File: src/rtl/mac_accum_8bit.sv
// -----------------------------------------------------------------------------
// mac_accum_8bit
//
// Accumulates NTERMS unsigned 8-bit products into a saturating ACC_W-bit sum
// and presents the completed sum to a downstream consumer.
//
// Handshakes (both directions use the same rule): a transfer happens on a
// rising clk edge where the producer's valid and the consumer's ready are both
// 1. Valid never depends on ready. Here the block is the consumer on the
// prod_* side and the producer on the acc_* side.
//
// Ports
//   clk        : clock, all state changes on the rising edge
//   rst_n      : asynchronous active-low reset
//   prod       : unsigned product from the upstream multiplier
//   prod_valid : prod is valid this cycle
//   prod_ready : block accepts prod this cycle (1 while collecting)
//   clear      : synchronous abort of the running sum (ignored while holding)
//   acc_data   : completed sum, retained after it has been taken
//   acc_ovf    : completed sum saturated
//   acc_valid  : acc_data / acc_ovf are valid
//   acc_ready  : downstream consumer takes the result
//   state_dbg  : current FSM state (0 = ACCUM, 1 = HOLD)
// -----------------------------------------------------------------------------
module mac_accum_8bit #(
  parameter int NTERMS = 4,
  parameter int ACC_W  = 12
) (
  input  logic             clk,
  input  logic             rst_n,
  input  logic [7:0]       prod,
  input  logic             prod_valid,
  output logic             prod_ready,
  input  logic             clear,
  output logic [ACC_W-1:0] acc_data,
  output logic             acc_ovf,
  output logic             acc_valid,
  input  logic             acc_ready,
  output logic             state_dbg
);

  typedef enum logic {
    ST_ACCUM = 1'b0,
    ST_HOLD  = 1'b1
  } state_e;

  localparam logic [7:0]       LAST_CNT = 8'(NTERMS - 1);
  localparam logic [ACC_W-1:0] SAT_MAX  = '1;

  state_e           state_q, state_d;
  logic [ACC_W-1:0] sum_q, sum_d;
  logic [7:0]       cnt_q, cnt_d;
  logic             ovf_q, ovf_d;
  logic [ACC_W-1:0] acc_data_q, acc_data_d;
  logic             acc_ovf_q, acc_ovf_d;

  // One extra bit on the adder makes the carry out the overflow flag.
  logic [ACC_W:0]   sum_ext;
  logic             add_ovf;
  logic [ACC_W-1:0] sum_sat;

  always_comb begin
    sum_ext = {1'b0, sum_q} + (ACC_W + 1)'(prod);
    add_ovf = sum_ext[ACC_W];
    sum_sat = add_ovf ? SAT_MAX : sum_ext[ACC_W-1:0];
  end

  // Next-state and datapath update.
  always_comb begin
    state_d    = state_q;
    sum_d      = sum_q;
    cnt_d      = cnt_q;
    ovf_d      = ovf_q;
    acc_data_d = acc_data_q;
    acc_ovf_d  = acc_ovf_q;

    case (state_q)
      ST_ACCUM: begin
        // clear takes priority over any product, including the final one,
        // so an aborted batch never produces a result.
        if (clear) begin
          sum_d = '0;
          cnt_d = '0;
          ovf_d = 1'b0;
        end else if (prod_valid) begin
          if (cnt_q == LAST_CNT) begin
            acc_data_d = sum_sat;
            acc_ovf_d  = ovf_q | add_ovf;
            ovf_d      = ovf_q | add_ovf;
            sum_d      = '0;
            cnt_d      = '0;
            state_d    = ST_HOLD;
          end else begin
            sum_d = sum_sat;
            cnt_d = cnt_q + 8'd1;
            ovf_d = ovf_q | add_ovf;
          end
        end
      end

      ST_HOLD: begin
        // Result held stable until taken; the product port stays closed in
        // the handshake cycle, so the next batch starts one cycle later.
        if (acc_ready) begin
          ovf_d   = 1'b0;
          state_d = ST_ACCUM;
        end
      end

      default: begin
        state_d = ST_ACCUM;
      end
    endcase
  end

  always_ff @(posedge clk or negedge rst_n) begin
    if (!rst_n) begin
      state_q    <= ST_ACCUM;
      sum_q      <= '0;
      cnt_q      <= '0;
      ovf_q      <= 1'b0;
      acc_data_q <= '0;
      acc_ovf_q  <= 1'b0;
    end else begin
      state_q    <= state_d;
      sum_q      <= sum_d;
      cnt_q      <= cnt_d;
      ovf_q      <= ovf_d;
      acc_data_q <= acc_data_d;
      acc_ovf_q  <= acc_ovf_d;
    end
  end

  // Handshake outputs come straight from the state register, so they are
  // glitch-free and take their reset values as soon as rst_n falls.
  always_comb begin
    prod_ready = (state_q == ST_ACCUM);
    acc_valid  = (state_q == ST_HOLD);
    acc_data   = acc_data_q;
    acc_ovf    = acc_ovf_q;
    state_dbg  = state_q;
  end

endmodule
File: config.mk
export PLATFORM = sky130hd
export DESIGN_NAME = mac_accum_8bit
export DESIGN_NICKNAME = d
export VERILOG_FILES = /design/src/rtl/mac_accum_8bit.sv
export SDC_FILE = /design/constraint.sdc
export NUM_CORES = 1
export LEC_CHECK = 0
export CORE_UTILIZATION = 30
export CTS_CLUSTER_SIZE = 20
export DETAILED_ROUTE_END_ITERATION = 12
export HOLD_SLACK_MARGIN = 0.1
export PLACE_DENSITY = 0.5
export SLEW_MARGIN = 5
export SYNTH_ARGS = -nofsm -noshare
export SYNTH_HDL_FRONTEND = slang
export SYNTH_SLANG_ARGS = --single-unit
File: constraint.sdc
create_clock -name clk -period 2.5 [get_ports clk]
set_input_delay 0.5 -clock clk [delete_from_list [all_inputs] [get_ports clk]]
set_output_delay 0.5 -clock clk [all_outputs]
set_load 0.02 [all_outputs]
==> metrics.md, run 1 <==
| Metric | Value |
|---|---|
| YS warnings | 0 |
| Post-CTS setup repair buffer count | 0 |
| Filler instances | approximately 640 |
| Failing checks | design-rule violations |
| Fin nets | 294 |
| Num CTS Buffers | 5 |
| Setup slack after layout | 0.1245 ns |
| Placement-stage worst setup slack | -0.3092 ns |
| Crit path launch type | input port |
| Number of max-cap violations | 0 |
| CP Data Arrival Time | 2.58 ns |
| Final setup vio count | 0 |
| Syn_nets | 234 |
| Final Hold Vio Count | 0 |
| Fin crit share | between 90% and 100% |
| RSZ-0062 raised after global routing | false |
| Clock sink count | 35 |
| CTS clk-pin slew, worst paths | roughly 0.070 ns |
| GRT overflow | 0 |
| Commonest cells after routing, fill and taps aside | dfrtp_1, buf_4, nand2_1 |
| Final HPWL DP | 3.392 mm |
| Total number of vias | 1,716 |
| CTS tree | yes |
| FF+latch count, synth | 35 |
| Via density | 4.917 |
| Post-DR wirelength/cell | 13.25 microns |
| Number of enable flip-flop cells after synthesis | 0 |
| Core footprint | about 6400 sq um |
| Worst EP required | 2.70 ns |
| Skew final | 0.005245 ns |
| Commonest non-fill, non-tap cell in the layout | dfrtp_1 |
| Gate Count Post-Synth | about 210 |
| Slew Viols, Final | 0 |
| Critical path class | input port to register |
| Clock latency on the worst-skew pair | 0.29 ns |
| CP max FO | 12 |
| CP endpoint kind | register |
| Least-Margin Pin Slew | 0.8968 ns |
| Placed cell count | between 300 and 400 |
| Die W | 84.12 microns |
| CTS max path bufs | 2 |
| VDD IR max | between 0.0002 and 0.0003 V |
| R2R Path Start | cnt_q[0]$_DFFE_PN0P_ |
| Unique masters post-synth | 54 |
| Root buf cell | clkbuf_8 |
| Sequential area share after synthesis | between 40 and 50% |
| Port Buffers | 28 |
| Layout area overhead | 33.15% |
| Final WL | around 4.6 mm |
| Min-Delay Path Class | register to register |
| Mean Syn Cell Area | between 9 and 10 sq um |
| RePlAce Congestion | slightly above 0.8 |
| Syn Std Cell Area | 2023 sq um |
| IO Pins | 29 |
| Worst Setup SP | prod[0] |
| Layout cells sized above 1 | around 22% |
| Hold wc startpoint | acc_data[8]$_DFFE_PN0P_ |
| Fmax achieved | 421.0 MHz |
| Site row count | 29 |
| Remaining DRCs | 2 |
| GRT Util Overall | 14.46% |
| DRT iter0 DRCs | 52 |
| Initial Util | 31.50% |
| Number of diodes | 0 |
| Pleak | ~1.1 nW |
| Die height | 84.12 microns |
| Slew headroom | 39.81% |
| Status | complete, but fails checks |
| Initial antenna violation count | 0 |
| First-pass GRT wire length | 8.010 mm |
| Largest net degree at the start of global routing | 36 |
| Power Density | 612.1 nW/um^2 |
| Post-route antenna net violation count | 0 |
| Htree depth | 2 |
| Die ar. | 7076 sq um |
| Post-synth ARST share | 100.0% |
| Tmin final | 2.376 ns |
| First-pass DRT Iterations | 8 |
| Vias in the first global route | 1,668 |
| Synth Flop Type | dfrtp_1 |
| Post-route insts no fill | 349 |
-- cells in the mapped netlist, types with 2 or more instances --
library cell	instances	area share (%)
buf_6	3	1.7
a21o_1	2	0.74
a211oi_1	2	0.74
nor4_1	2	0.62
a21oi_1	13	3.2
nand2_2	2	0.62
o21ai_2	7	3.0
a22o_1	2	0.87
nor3_1	4	0.99
o21ai_1	5	1.2
nand4_1	3	0.93
nand3_1	4	0.99
o31ai_1	2	0.74
or3_1	2	0.62
o211ai_1	3	1.1
nor3b_1	2	0.74
xnor2_1	4	1.7
ha_1	9	5.6
o21ai_0	25	6.2
nor2_1	15	2.8
nand2_1	30	5.6
xor2_1	3	1.3
inv_1	2	0.37
dfrtp_1	35	43
-- stage by stage --
step	utilization (%)	TNS, ns	hold slack [ns]	instance area, sq um	power (W)
5_1_grt	41.94	0	0.4969	2694	0.001759
2_1_floorplan	-	0	0.2044	2023	0.0009388
6_report	41.94	0	0.4756	2694	0.001649
3_3_place_gp	40.21	-4.310	0.4607	2582	0.001196
3_5_place_dp	40.21	-4.794	0.4665	2582	0.001197
4_1_cts	41.87	0	0.4824	2689	0.001669
-- area by class of cell --
class / count / area [sq um] / area share, %
Clock buffer: 8 / 100.1 / 3.716
Inverter: 2 / 7.507 / 0.2787
Multi-Input combinational cell: 168 / 1101 / 40.87
Sequential cell: 35 / 875.8 / 32.51
Tap cell: 77 / 96.34 / 3.576
Timing Repair Buffer: 59 / 513.0 / 19.04
-- what timing repair did --
item,CTS,global route
hold buffers,0,0
gates resized for setup,1,1
pin swaps,0,0
endpoints found under the setup margin,1,7
gates cloned,0,0
-- critical path, stage by stage --
cell             delay [ns]
clkdlybuf4s50_1        0.47
ha_1                   0.19
fa_1                   0.22
a211oi_2               0.09
or3_4                  0.35
a21oi_4                0.15
buf_4                  0.22
and3b_2                0.23
o31ai_2                0.16
-- sequential cells by signal, summed over array words and instances, names as in the netlist --
signal	cells
acc_data	12
sum_q	12
cnt_q	8
acc_ovf	1
acc_valid	1
ovf_q	1
-- power by group --
part,internal [W],switching (W)
registers,0.000621,0.0000366
logic,0.000270,0.000261
clock network,0.000252,0.000208
total,0.00114,0.000506
-- routing by layer --
metal  GRT usage [%]  wire length [microns]  vias to the layer above
met2           22.21                   2073                       19
met1           19.49                   2342                      799
met5               0                      0                        -
li1                -                      -                      892
met3           3.561                    126                        6
met4           5.956                     82                        0
-- cell families after synthesis --
family	share of synthesized area (%)
adders and majority gates	6.555
xor gates and xnor gates	3.030
DFF	43.29
AOI/OAI and AO/OA	24.06
muxes	0.4948
buffers and inverters	2.845
and+or+nand+nor	19.73
-- final timing paths --
| kind | endpoint | slack [ns] | cells past startpoint |
|---|---|---|---|
| max in group asynchronous | sum_q[8]$_DFFE_PN0P_ | 1.55 | 2 |
| worst max register to register | sum_q[8]$_DFFE_PN0P_ | 0.30 | 5 |
| worst max-delay path | acc_data[11]$_DFFE_PN0P_ | 0.12 | 9 |
| worst min-delay path | acc_data[8]$_DFFE_PN0P_ | 0.48 | 2 |
| worst min register to register | acc_data[8]$_DFFE_PN0P_ | 0.48 | 2 |
| min in group asynchronous | acc_data[2]$_DFFE_PN0P_ | 0.61 | 2 |
Note: power is estimated with default switching activity, not from simulation.
==> run 2, diff against run 1 <==
--- a/config.mk
+++ b/config.mk
@@ -9,7 +9,7 @@
 export CTS_CLUSTER_SIZE = 20
 export DETAILED_ROUTE_END_ITERATION = 12
 export HOLD_SLACK_MARGIN = 0.1
-export PLACE_DENSITY = 0.5
+export PLACE_DENSITY = 0.52
 export SLEW_MARGIN = 5
 export SYNTH_ARGS = -nofsm -noshare
 export SYNTH_HDL_FRONTEND = slang
==> constraint.sdc (replaced) <==
create_clock -name clk -period 1.9 [get_ports clk]
set_input_delay 0.38 -clock clk [delete_from_list [all_inputs] [get_ports clk]]
set_output_delay 0.38 -clock clk [all_outputs]
set_load 0.02 [all_outputs]
==> run 2 against run 1 <==
The run ends with design-rule violations, negative setup slack left. Clock skew grew 0.00050 ns. Sequential power grew 33%. Register-to-register slack lost 0.43 ns. Critical path type is now register to register. Largest cell class unchanged. Sequential share of layout area shrank 3.6 points.
==> metrics.md, run 2 (synthesized netlist as in run 1, its figures left out) <==
| Metric | Value |
|---|---|
| Status | complete, but fails checks |
| Failing checks | design-rule violations, negative setup slack |
| CTS max path bufs | 2 (unchanged) |
| Die height | 84.12 microns (unchanged) |
| Initial Util | 31.50% (unchanged) |
| Port Buffers | 28 (unchanged) |
| Post-route insts no fill | 363 (+4.0%) |
| Clock latency on the worst-skew pair | 0.29 ns (about the same) |
| Slew headroom | 67.31% (+27 points) |
| IO Pins | 29 (unchanged) |
| Skew final | 0.005748 ns (+0.0005025 ns) |
| GRT Util Overall | 15.42% (+0.96 points) |
| Die ar. | 7076 sq um (unchanged) |
| Worst EP required | 2.11 ns (-0.59 ns) |
| Number of diodes | 0 (unchanged) |
| Crit path launch type | register |
| DRT iter0 DRCs | 112 (+120%) |
| CTS clk-pin slew, worst paths | 0.08 ns (about the same) |
| Clock sink count | 35 (unchanged) |
| Die W | 84.12 microns (unchanged) |
| GRT overflow | 0 (unchanged) |
| Final instance area | 3033 sq um (+13%) |
| VDD IR max | 0.0004388 V (+73%) |
| Cell Area, Placed | 2691 sq um (+4.2%) |
| CP Buf/Inv Count | 1 (-1) |
| Tmin final | 2.027 ns |
| Num CTS Buffers | 5 (unchanged) |
| CTS tree | yes |
| Least-Margin Pin Slew | 0.4872 ns (-0.4097 ns) |
| Final WL | 4.952 mm (+7.1%) |
| Root buf cell | clkbuf_8 |
| Number of max-cap violations | 0 (unchanged) |
| RSZ-0062 raised after global routing | true |
| Final HPWL DP | 3.532 mm (+4.1%) |
| Total number of vias | 1,816 (+5.8%) |
| Most frequent cell on the critical path | a211oi_2 |
| Power Density | 750.1 nW/um^2 (+23%) |
| Vias in the first global route | 1,748 (+4.8%) |
| Final TNS setup | -1.499 ns (-1.499 ns) |
| Layout area overhead | 49.91% |
| CP max FO | 7 (-5) |
| Largest net degree at the start of global routing | 36 (unchanged) |
| Site row count | 29 (unchanged) |
| Fin crit share | 106.7% |
| Setup slack after layout | -0.1266 ns (-0.2511 ns) |
| Initial antenna violation count | 0 (unchanged) |
| Min-Delay Path Class | register to register |
| Via density | 5.003 (+1.7%) |
| Post-route antenna net violation count | 0 (unchanged) |
| Fmax achieved | 493.4 MHz |
| CP endpoint kind | register |
| Critical path class | register to register |
| First-pass GRT wire length | 8.680 mm (+8.4%) |
| Critical-path cell list | ha_4 > fa_2 > a211oi_2 > or3_4 > a21oi_4 > buf_6 > a21oi_2 > a211oi_2 |
| Remaining DRCs | 6 (+4) |
| Fin nets | 308 (+4.8%) |
| CP Data Arrival Time | 2.24 ns (-0.34 ns) |
| Commonest cells after routing, fill and taps aside | buf_4, dfrtp_1, nand2_1 |
| Crit path largest cell delay | 0.41 ns (-0.06 ns) |
| First-pass DRT Iterations | 8 (unchanged) |
| FF-to-FF setup slack | -0.13 ns (-0.43 ns) |
| Critical path's top delay family | compound AO/OA/AOI/OAI gates |
| Core footprint | 6422 sq um (unchanged) |
| Final Hold Vio Count | 0 (unchanged) |
| Slew Viols, Final | 0 (unchanged) |
| Commonest non-fill, non-tap cell in the layout | buf_4 |
| Htree depth | 2 (unchanged) |
| RePlAce Congestion | 0.7919 (-2.6%) |
| Placed cell count | 348 (+2.1%) |
| Critical path's slowest cell | or3_4 |
| Final setup vio count | 23 (+23) |
| Post-DR wirelength/cell | 13.64 microns (+3.0%) |
| Pleak | 1.242 nW (+9.0%) |
| Layout cells sized above 1 | 36.71% (+15 points) |
run 2: changes by cell type in the layout (fill, tap and decap cells not counted), sizes merged:
cell           previous run  this run
buf                      31        45
clkdlybuf4s50            28        19
dlygate4sd2               0         8
clkbuf                    8         5
clkinvlp                  0         2
clkinv                    0         1
dlymetal6s2s              0         1
run 2: layer usage:
layer	track usage [%]	up-vias	routed length [microns]
li1	-	915	-
met1	23.13	862	2496
met2	22.43	34	2194
met3	3.264	5	208
met4	3.762	0	53
met5	0	-	0
run 2: what timing repair did:
item / 4_1_cts / 5_1_grt
setup endpoints to repair: 26 / 29
pin swaps: 13 / 3
gates cloned: 0 / 0
hold buffers: 0 / 0
buffers inserted: 5 / 2
gates resized for setup: 40 / 15
run 2: worst min-delay path, cell delays in order (launching register included):
cell and delay (ns):
dfrtp_1 0.35, nand2_1 0.06, o21ai_2 0.05
run 2: cell type report:
cell class | instances | area (sq um)
clock buffer | 5 | 68.82
clock inverter | 3 | 20.02
fill | 616 | 3390
inverter | 2 | 7.507
multi-input combinational | 168 | 1334
sequential | 35 | 875.8
tap | 77 | 96.34
timing repair buffer | 73 | 630.6
run 2: power breakdown:
group | total, W | switching, W | internal (W)
logic | 0.000846 | 0.000413 | 0.000433
registers | 0.000874 | 0.0000571 | 0.000817
clock network | 0.000555 | 0.000300 | 0.000255
run 2: per-stage QoR:
step | power, W | util [%] | setup slack, ns | hold slack, ns
3_3_place_gp | 0.001576 | 41.91 | -0.6018 | 0.4624
2_1_floorplan | 0.001260 | - | 0.003428 | 0.08441
4_1_cts | 0.002261 | 45.90 | -0.1263 | 0.4852
6_report | 0.002275 | 47.22 | -0.1266 | 0.4791
5_1_grt | 0.002428 | 47.22 | -0.2374 | 0.5177
3_5_place_dp | 0.001578 | 41.91 | -0.6738 | 0.4664
run 2: final timing paths:
path / startpoint / to / depth (start not counted)
max: sum_q[0]$_DFFE_PN0P_ / ovf_q$_DFFE_PN0P_ / 8
min: acc_data[7]$_DFFE_PN0P_ / acc_data[7]$_DFFE_PN0P_ / 2
max reg2reg: sum_q[0]$_DFFE_PN0P_ / ovf_q$_DFFE_PN0P_ / 8
min reg2reg: acc_data[7]$_DFFE_PN0P_ / acc_data[7]$_DFFE_PN0P_ / 2
max in group asynchronous: rst_n / cnt_q[2]$_DFFE_PN0P_ / 2
min in group asynchronous: rst_n / acc_data[0]$_DFFE_PN0P_ / 2
==> run 3, diff against run 2 <==
--- a/config.mk
+++ b/config.mk
@@ -5,11 +5,11 @@
 export SDC_FILE = /design/constraint.sdc
 export NUM_CORES = 1
 export LEC_CHECK = 0
-export CORE_UTILIZATION = 30
+export CORE_UTILIZATION = 40
 export CTS_CLUSTER_SIZE = 20
 export DETAILED_ROUTE_END_ITERATION = 12
-export HOLD_SLACK_MARGIN = 0.1
-export PLACE_DENSITY = 0.52
+export HOLD_SLACK_MARGIN = 0.05
+export PLACE_DENSITY = 0.65
 export SLEW_MARGIN = 5
 export SYNTH_ARGS = -nofsm -noshare
 export SYNTH_HDL_FRONTEND = slang
==> run 3 against run 2 <==
The run ends with negative setup slack left. Sequential power about the same. Core utilization increased by 16 points. Sequential share of layout area increased by 0.12 points. Via count increased by 0.88%. Die area decreased by 24%. Hold slack got worse by 0.00085 ns.
==> metrics.md, run 3 (synthesized netlist as in run 1, its figures left out) <==
| Metric | Value |
|---|---|
| Port Buffers | 28 (unchanged) |
| Critical path class | register to register |
| R2R Path Start | sum_q[3]$_DFFE_PN0P_ |
| Final TNS setup | -1.344 ns (+0.1551 ns) |
| Setup slack after layout | -0.1406 ns (-0.01403 ns) |
| Die ar. | 5347 sq um (-24%) |
| Fin crit share | 107.4% (+0.74 points) |
| First-pass GRT wire length | 8.625 mm (-0.63%) |
| Core Util, Final | 63.11% (+16 points) |
| Filler instances | 401 (-35%) |
| Fmax achieved | 490.0 MHz (-0.69%) |
| Final HPWL DP | 3.370 mm (-4.6%) |
| Worst Setup EP | ovf_q$_DFFE_PN0P_ |
| Die W | 73.12 microns (-13%) |
| Number of max-cap violations | 0 (unchanged) |
| GRT Util Overall | 21.42% (+6.0 points) |
| CP Data Arrival Time | 2.25 ns (about the same) |
| Power Density | 744.0 nW/um^2 (-0.82%) |
| First-pass DRT Iterations | 4 (-4) |
| DRT iter0 DRCs | 57 (-49%) |
| Slew headroom | 52.98% (-14 points) |
| FF-to-FF setup slack | -0.14 ns (about the same) |
| Largest net degree at the start of global routing | 36 (unchanged) |
| Final Hold Vio Count | 0 (unchanged) |
| Root buf cell | clkbuf_8 |
| Initial Util | 42.27% (+11 points) |
| Register area | 875.8 sq um (unchanged) |
| Num CTS Buffers | 5 (unchanged) |
| Busiest grt layer | met2 |
| Core footprint | 4786 sq um (-25%) |
| Tmin final | 2.041 ns (+0.01403 ns) |
| CP max FO | 5 (-2) |
| Pleak | 1.242 nW (about the same) |
| Status | complete, but fails checks |
| CTS tree | yes |
| Commonest non-fill, non-tap cell in the layout | dfrtp_1 |
| Post-DR wirelength/cell | 15.25 microns (+12%) |
| Met2 Resource Use GR | 34.88% (+12 points) |
| CP endpoint kind | register |
| CTS max path bufs | 2 (unchanged) |
| Htree depth | 2 (unchanged) |
| Commonest cells after routing, fill and taps aside | dfrtp_1, buf_4, nand2_1 |
| Failing checks | negative setup slack |
| Worst EP required | 2.11 ns (about the same) |
| R2r endpoint | ovf_q$_DFFE_PN0P_ |
| Post-route antenna net violation count | 0 (unchanged) |
| Remaining DRCs | 0 (-6) |
| Total number of vias | 1,832 (+0.88%) |
| IO Pins | 29 (unchanged) |
| Layout cells sized above 1 | 36.56% (-0.15 points) |
| Final WL | 5.275 mm (+6.5%) |
| VDD IR max | 0.0004189 V (-4.5%) |
| RSZ-0062 raised after global routing | true |
| Multi-input gate area | 1376 sq um (+3.2%) |
| Crit path launch type | register |
| Slew Viols, Final | 0 (unchanged) |
| Fin nets | 303 (-1.6%) |
| CTS Hold Bufs | 0 (unchanged) |
| GRT overflow | 0 (unchanged) |
| Via density | 5.295 (+5.8%) |
| Skew final | 0.005654 ns (-0.00009409 ns) |
| Global routing usage on met1 | 27.60% (+4.5 points) |
| Layout area overhead | 49.29% |
| Min-Delay Path Class | register to register |
| Worst Setup SP | sum_q[3]$_DFFE_PN0P_ |
| Clock latency on the worst-skew pair | 0.29 ns (about the same) |
| GR met3 Demand/Resource | 4.972% (+1.7 points) |
| Final setup vio count | 24 (+4.3%) |
| Initial antenna violation count | 0 (unchanged) |
| Number of diodes | 0 (unchanged) |
| Clock sink count | 35 (unchanged) |
| RePlAce Congestion | 0.8493 (+7.2%) |
| Site row count | 25 (-14%) |
| CTS clk-pin slew, worst paths | 0.07 ns (about the same) |
| Vias in the first global route | 1,843 (+5.4%) |
| WHS Path Cells | 2 (unchanged) |
| Die height | 73.12 microns (-13%) |
| Least-Margin Pin Slew | 0.7007 ns (+0.2135 ns) |
| R2r worst-path depth | 8 (unchanged) |
==> run 3: how the worst min path moves through the flow <==
stage / from / endpoint / slack (ns)
6_report: acc_data[10]$_DFFE_PN0P_ / acc_data[10]$_DFFE_PN0P_ / 0.48
5_1_grt: acc_data[7]$_DFFE_PN0P_ / acc_data[7]$_DFFE_PN0P_ / 0.50
4_1_cts: acc_data[7]$_DFFE_PN0P_ / acc_data[7]$_DFFE_PN0P_ / 0.48
3_5_place_dp: acc_data[7]$_DFFE_PN0P_ / acc_data[7]$_DFFE_PN0P_ / 0.47
3_3_place_gp: acc_data[8]$_DFFE_PN0P_ / acc_data[8]$_DFFE_PN0P_ / 0.46
2_1_floorplan: rst_n / acc_data[0]$_DFFE_PN0P_ / 0.08
==> run 3: through the flow <==
stage               power [W]  worst slack, ns  area [sq um]  std cells  hold slack, ns
floorplan            0.001260         0.003428          2067        211         0.08441
global placement     0.001556          -0.6015          2649        334          0.4615
detailed placement   0.001568          -0.6422          2649        334          0.4688
CTS                  0.002163          -0.1681          2902        343          0.4839
global route         0.002374          -0.2144          3020        346          0.4966
finish               0.002247          -0.1406          3020        346          0.4782
==> run 3: critical path: stages, from the launching register on <==
cell and delay [ns]:
dfrtp_1 0.42, ha_4 0.29, o211ai_1 0.11, or3_4 0.41, a21oi_4 0.29, buf_6 0.16
buf_6 0.10, a21oi_2 0.05, a211oi_2 0.13
==> run 3: area by class of cell <==
type                    instances  share of cell area, %
clock buffers                   6                  2.403
repair buffers                 68                  20.01
flip-flops and latches         35                  29.00
well taps                      67                  2.775
inverters                       2                 0.2485
multi-input cells             168                  45.57
==> run 3: report_power, final <==
group | total, W | leakage (nW) | internal [W] | switching [W]
sequential | 0.000876 | 0.478 | 0.000818 | 0.0000572
clock | 0.000494 | 0.0371 | 0.000244 | 0.000250
combinational | 0.000878 | 0.726 | 0.000432 | 0.000446
total | 0.00225 | 1.24 | 0.00149 | 0.000753
==> run 3: repair_timing <==
| action | 4_1_cts | 5_1_grt |
|---|---|---|
| setup endpoints to repair | 27 | 29 |
| resized for setup | 40 | 32 |
| buffers inserted | 3 | 4 |
| pin swaps | 19 | 27 |
==> run 3: per-layer routing <==
| metal | wire [microns] | vias up |
|---|---|---|
| li1 | - | 905 |
| met1 | 2484 | 872 |
| met2 | 2471 | 41 |
| met3 | 171 | 14 |
| met4 | 148 | 0 |
| met5 | 0 | - |
